File: src/rtl/fetch_ctrl.sv
// fetch_ctrl: instruction fetch controller with one-entry skid,
// branch redirect handling and a sticky imem timeout fault.
// Ports: clk, reset (async, active-high); imem_req/imem_addr out,
//   imem_ack/imem_rdata in; stall_D, pc_src_M, pc_br_M in;
//   inst_F, pc_plus4_F, valid_F, fetch_err out.
// Params: RESET_PC (first fetch address), TIMEOUT (2..255).
// Option: define FETCH_PERF_CNT_EN to add perf_wait_cnt and
//   perf_flush_cnt (32-bit, wrapping) outputs.
module fetch_ctrl #(
  parameter logic [31:0] RESET_PC = 32'h0000_0000,
  parameter int unsigned TIMEOUT  = 16
) (
  input  logic        clk,
  input  logic        reset,
  output logic        imem_req,
  output logic [31:0] imem_addr,
  input  logic        imem_ack,
  input  logic [31:0] imem_rdata,
  input  logic        stall_D,
  input  logic        pc_src_M,
  input  logic [31:0] pc_br_M,
  output logic [31:0] inst_F,
  output logic [31:0] pc_plus4_F,
  output logic        valid_F,
`ifdef FETCH_PERF_CNT_EN
  output logic [31:0] perf_wait_cnt,
  output logic [31:0] perf_flush_cnt,
`endif
  output logic        fetch_err
);

  typedef enum logic [1:0] {
    S_REQ  = 2'd0,
    S_HOLD = 2'd1,
    S_ERR  = 2'd2
  } state_e;

  state_e      state_q, state_d;
  logic [31:0] pc_q, pc_d;
  logic [31:0] tgt_q, tgt_d;
  logic        pend_q, pend_d;
  logic [31:0] inst_q, inst_d;
  logic [31:0] pc4_q, pc4_d;
  logic        valid_q, valid_d;
  logic [31:0] skid_inst_q, skid_inst_d;
  logic [31:0] skid_pc4_q, skid_pc4_d;
  logic [7:0]  wait_q, wait_d;

  logic consume, slot_free, redirect;

  assign consume   = valid_q & ~stall_D;
  assign slot_free = ~valid_q | consume;
  assign redirect  = pc_src_M;

  always_ff @(posedge clk or posedge reset) begin
    if (reset) begin
      state_q     <= S_REQ;
      pc_q        <= RESET_PC;
      tgt_q       <= '0;
      pend_q      <= 1'b0;
      inst_q      <= '0;
      pc4_q       <= '0;
      valid_q     <= 1'b0;
      skid_inst_q <= '0;
      skid_pc4_q  <= '0;
      wait_q      <= '0;
    end else begin
      state_q     <= state_d;
      pc_q        <= pc_d;
      tgt_q       <= tgt_d;
      pend_q      <= pend_d;
      inst_q      <= inst_d;
      pc4_q       <= pc4_d;
      valid_q     <= valid_d;
      skid_inst_q <= skid_inst_d;
      skid_pc4_q  <= skid_pc4_d;
      wait_q      <= wait_d;
    end
  end

  always_comb begin
    state_d     = state_q;
    pc_d        = pc_q;
    tgt_d       = tgt_q;
    pend_d      = pend_q;
    inst_d      = inst_q;
    pc4_d       = pc4_q;
    valid_d     = valid_q;
    skid_inst_d = skid_inst_q;
    skid_pc4_d  = skid_pc4_q;
    wait_d      = wait_q;
    unique case (state_q)
      S_REQ: begin
        if (consume || redirect) valid_d = 1'b0;
        if (imem_ack) begin
          wait_d = '0;
          if (redirect || pend_q) begin
            // response belongs to the flushed path
            pc_d   = redirect ? pc_br_M : tgt_q;
            pend_d = 1'b0;
          end else if (slot_free) begin
            inst_d  = imem_rdata;
            pc4_d   = pc_q + 32'd4;
            valid_d = 1'b1;
            pc_d    = pc_q + 32'd4;
          end else begin
            skid_inst_d = imem_rdata;
            skid_pc4_d  = pc_q + 32'd4;
            pc_d        = pc_q + 32'd4;
            state_d     = S_HOLD;
          end
        end else begin
          // address must stay put until the ack arrives
          if (redirect) begin
            pend_d = 1'b1;
            tgt_d  = pc_br_M;
          end
          wait_d = wait_q + 8'd1;
          if (wait_d == 8'(TIMEOUT)) begin
            state_d = S_ERR;
            valid_d = 1'b0;
          end
        end
      end
      S_HOLD: begin
        if (redirect) begin
          valid_d = 1'b0;
          pc_d    = pc_br_M;
          state_d = S_REQ;
        end else if (slot_free) begin
          inst_d  = skid_inst_q;
          pc4_d   = skid_pc4_q;
          valid_d = 1'b1;
          state_d = S_REQ;
        end
      end
      S_ERR: begin
        valid_d = 1'b0;
      end
      default: begin
        state_d = S_ERR;
        valid_d = 1'b0;
      end
    endcase
  end

  always_comb begin
    imem_req   = (state_q == S_REQ);
    imem_addr  = pc_q;
    fetch_err  = (state_q == S_ERR);
    valid_F    = valid_q;
    inst_F     = inst_q;
    pc_plus4_F = pc4_q;
  end

`ifdef FETCH_PERF_CNT_EN
  logic [31:0] perf_wait_q, perf_wait_d;
  logic [31:0] perf_flush_q, perf_flush_d;
  logic [1:0]  flush_n;

  always_comb begin
    flush_n     = 2'd0;
    perf_wait_d = perf_wait_q;
    // a stalled live instruction lost to a redirect
    if (state_q != S_ERR && redirect && valid_q && !consume)
      flush_n = flush_n + 2'd1;
    if (state_q == S_REQ && imem_ack && (redirect || pend_q))
      flush_n = flush_n + 2'd1;
    if (state_q == S_HOLD && redirect)
      flush_n = flush_n + 2'd1;
    if (state_q == S_REQ && !imem_ack)
      perf_wait_d = perf_wait_q + 32'd1;
    perf_flush_d = perf_flush_q + {30'd0, flush_n};
  end

  always_ff @(posedge clk or posedge reset) begin
    if (reset) begin
      perf_wait_q  <= '0;
      perf_flush_q <= '0;
    end else begin
      perf_wait_q  <= perf_wait_d;
      perf_flush_q <= perf_flush_d;
    end
  end

  assign perf_wait_cnt  = perf_wait_q;
  assign perf_flush_cnt = perf_flush_q;
`endif

endmodule

File: config.mk
export PLATFORM = sky130hd
export DESIGN_NAME = fetch_ctrl
export DESIGN_NICKNAME = d
export VERILOG_FILES = /design/src/rtl/fetch_ctrl.sv
export SDC_FILE = /design/constraint.sdc
export NUM_CORES = 1
export LEC_CHECK = 0
export ABC_CLOCK_PERIOD_IN_PS = 7670
export CAP_MARGIN = 20
export CORE_UTILIZATION = 45
export DETAILED_ROUTE_END_ITERATION = 12
export DONT_BUFFER_PORTS = 1
export GPL_TIMING_DRIVEN = 0
export PLACE_DENSITY_LB_ADDON = 0.3
export SLEW_MARGIN = 15
export SYNTH_ARGS = -nofsm -noshare
export SYNTH_HDL_FRONTEND = slang
export SYNTH_SLANG_ARGS = --single-unit
File: constraint.sdc
create_clock -name clk -period 7.67 [get_ports clk]
set_input_delay 1.1505 -clock clk [delete_from_list [all_inputs] [get_ports clk]]
set_output_delay 1.1505 -clock clk [all_outputs]
set_load 0.02 [all_outputs]
==> results.yml <==
critical_path:
  worstPathRequired_ns: 8.11
  slowest_stage: "dfrtp_1"
  arrival_ns: 3.32
  cp_max_fo: 8
  critPathMaxStageDelay_ns: 0.66
  cp-start-kind: "register"
  worst-setup-path-type: "reg -> reg"
  crit_path_cell_trace: "ha_1, nand3_1, nor4_1, nand4_1, or4_1, nand3_1"
  end_kind: "register"
  cpMostUsedCell: "nand3_1"
clock_tree:
  cts_sinks: 204
  clk_pin_slew_ns: 0.06
  clk_latency_ns: 0.51
  cts-root-buf: "clkbuf_16"
  h-tree-depth: 1
  post_cts_buffers: 0
  cts_inserted_buffers: 23
  cts_tree: "built"
  clockBufferDepth: 3
  cts_hold_buf: 0
  cts_resized: 0
placement:
  dp.cells: 1267
  dp_hpwl_um: 19400
  routabilityCongestion: 0.906
  io_buffers: 0
  pre_cts_slack_ns: 4.56
  dpl_cell_area_um2: 10300
synthesis:
  yosysTopAreaCellShare: 0.518
  yosys_register_bits: 204
  synth_fp_nets: 1061
  synth_mux_area_frac: 0.109
  synth_ff_type: "dfrtp_1"
  yosysWarningCount: 0
  ys_types: 54
  synth_top_area_cell: "dfrtp_1"
  synth_compound_area_frac: 0.134
  synthXorXnorAreaFrac: 0.0249
  netlist_instances: 990
  yosys-top-cells-area: "dfrtp_1, mux2_4, nand2_1, mux2_2, nor2_1"
  synth_area_um2: 9850
  synth.yosys.seq_area_share: 0.518
  synthSimpleGateAreaFrac: 0.172
  synth-edff-count: 0
  postSynthAreaPerCell_um2: 9.95
  synth_top_family_by_area: "simple AND/OR/NAND/NOR gates"
  synthArstFlopShare: 1.00
  synthAdderAreaFrac: 0.00254
power_and_ir_drop:
  pwr-share-comb: 0.148
  p_sw_frac: 0.315
  max-vdd-ir-drop_uv: 228
  power_density_nw_per_um2: 289
  p_leak_nw: 4.84
  p_clk_frac: 0.340
  seqPwrFrac: 0.513
  intPower_mw: 2.18
  power_switching_uw: 1000
  fin_total_pwr_mw: 3.18
sta:
  setup_ws_ns: 4.79
  skew_ns: 0.0210
  tightest_slew_ns: 0.800
  timing_hold_violations_final: 0
  maxSlewHeadroom: 0.467
  final.min_clock_period_ns: 2.88
  finalMaxSlewViolations: 0
  setup_viol: 0
  fin_crit_sh: 0.375
  rsz0062_at_grt: "no"
  fmax_mhz: 348
floorplanning:
  coreArea_um2: 21200
  dieArea_um2: 22500
  top_level_ports: 168
  start_util: 0.464
  die_h_um: 150
  rows: 53
  fp.dieW_um: 150
detailed_routing:
  dr.pass1.iters: 6
  routed_wl_um: 27600
  first_iter_violations: 505
  final_antenna_net_count: 0
  vias_per_cell: 5.86
  drc: 0
  post_drt_wl_per_cell_um: 21.1
  vias: 7661
final_layout:
  syn_to_final_growth_pct: 11.5
  layoutNonFillerInstCount: 1307
  layout.nets: 1088
  drive_gt1_frac: 0.123
  fin_area_um2: 11000
  fillCellCount: 1970
  antennaDiodeCount: 0
outcome:
  status: "finished, final reports clean"
global_route:
  globalRouteOverflowTotal: 0
  grt_pass1_wl_um: 42800
  track_usage: 0.248
  grt_max_degree: 105
  grt_pass1_vias: 7446
  antenna_found_initial: 0
min_path:
  worst_hold_path_type: "reg -> reg"
job:
  drv_cap: 0
power groups by stage:
stage          sequential [mW]  combinational [mW]  clock, mW
2_1_floorplan             1.57               0.375          0
3_3_place_gp              1.64               0.453          0
3_5_place_dp              1.65               0.466          0
4_1_cts                   1.63               0.471       1.09
5_1_grt                   1.66               0.529       1.13
6_report                  1.63               0.469       1.08
area by class of cell:
| cell class | count | area (um^2) | share of cell area |
|---|---|---|---|
| timing repair buffer | 2 | 55.1 | 0.00501 |
| clock inverter | 7 | 85.1 | 0.00774 |
| sequential | 204 | 5100 | 0.465 |
| clock buffer | 33 | 643 | 0.0585 |
| multi-input combinational | 701 | 4370 | 0.397 |
| buffer | 72 | 332 | 0.0302 |
| tap | 275 | 344 | 0.0313 |
| inverter | 13 | 57.6 | 0.00524 |
worst paths after layout:
kind | startpoint | to | slack (ns) | cells after the start
worst max-delay path | imem_addr[2]$_DFFE_PP0P_ | pc_plus4_F[28]$_DFFE_PP0P_ | 4.79 | 6
worst min-delay path | skid_pc4_q[18]$_DFFE_PP0P_ | skid_pc4_q[18]$_DFFE_PP0P_ | 0.48 | 2
worst max register to register | imem_addr[2]$_DFFE_PP0P_ | pc_plus4_F[28]$_DFFE_PP0P_ | 4.79 | 6
worst min register to register | skid_pc4_q[18]$_DFFE_PP0P_ | skid_pc4_q[18]$_DFFE_PP0P_ | 0.48 | 2
max in group asynchronous | reset | pend_q$_DFFE_PP0P_ | 6.61 | 2
min in group asynchronous | reset | skid_inst_q[23]$_DFFE_PP0P_ | 0.62 | 2
cells in the mapped netlist (8+ instances only):
| library cell | instances |
|---|---|
| nand2_1 | 152 |
| or4_1 | 8 |
| xnor2_1 | 19 |
| and3_1 | 24 |
| o22ai_1 | 11 |
| mux2i_1 | 11 |
| xor2_1 | 9 |
| clkbuf_1 | 55 |
| o21ai_1 | 24 |
| nor2_1 | 83 |
| nor3_1 | 18 |
| nand4_1 | 14 |
| inv_1 | 11 |
| a31oi_1 | 41 |
| mux2_2 | 32 |
| a21oi_1 | 44 |
| mux2_4 | 39 |
| nand3_1 | 35 |
| dfrtp_1 | 204 |
| o21ai_0 | 62 |
metal layers:
layer	part of all wire	vias to the layer above	global-route usage
li1	-	3579	-
met1	0.43	3749	0.337
met2	0.44	298	0.381
met3	0.10	35	0.0790
met4	0.022	0	0.0646
met5	0	-	0
layout by cell type, fill, tap and decap left out, types with 5 or more instances in the layout:
cell type,count
o21ai_1,24
dfrtp_1,204
buf_2,7
xnor2_1,19
mux2_4,39
or4_1,8
mux2i_1,11
clkinv_2,6
a21oi_1,44
a31oi_1,41
and3_1,24
buf_6,7
a211oi_1,7
mux2_2,32
nand2_1,152
o22ai_1,11
nand3_1,35
nor3_1,18
xor2_1,9
a221oi_1,7
o31a_1,5
clkbuf_16,23
nand4_1,14
inv_1,10
nor2_1,83
o311a_1,7
o21ai_0,62
clkbuf_1,62
and2_1,5
cell families (layout without fill, tap and decap cells):
logic type                 Yosys count  after routing
muxes                               84             84
DFF                                204            204
adders and majority gates            2              2
and+or+nand+nor                    364            364
buffers and inverters               85            127
xor gates and xnor gates            28             28
AOI/OAI and AO/OA                  223            223
through the flow:
| stage | utilization | hold slack [ns] | setup TNS, ns |
|---|---|---|---|
| floorplan | - | 0.447 | 0 |
| global placement | 0.481 | 0.459 | -292.63 |
| detailed placement | 0.483 | 0.467 | 0 |
| CTS | 0.518 | 0.480 | 0 |
| global route | 0.518 | 0.493 | 0 |
| finish | 0.518 | 0.479 | 0 |
registers in the layout (all words and copies together) (netlist names), 2 cells and up:
register / count
imem_addr: 32
inst_F: 32
pc_plus4_F: 32
skid_inst_q: 32
skid_pc4_q: 32
tgt_q: 32
wait_q: 8
state_q: 2
critical path, delay by kind of cell (launching register included):
family	cells	cell delay, ns
DFF	1	0.66
and+or+nand+nor	5	1.80
adders and majority gates	1	0.35
Note: power is estimated with default switching activity, not from simulation.
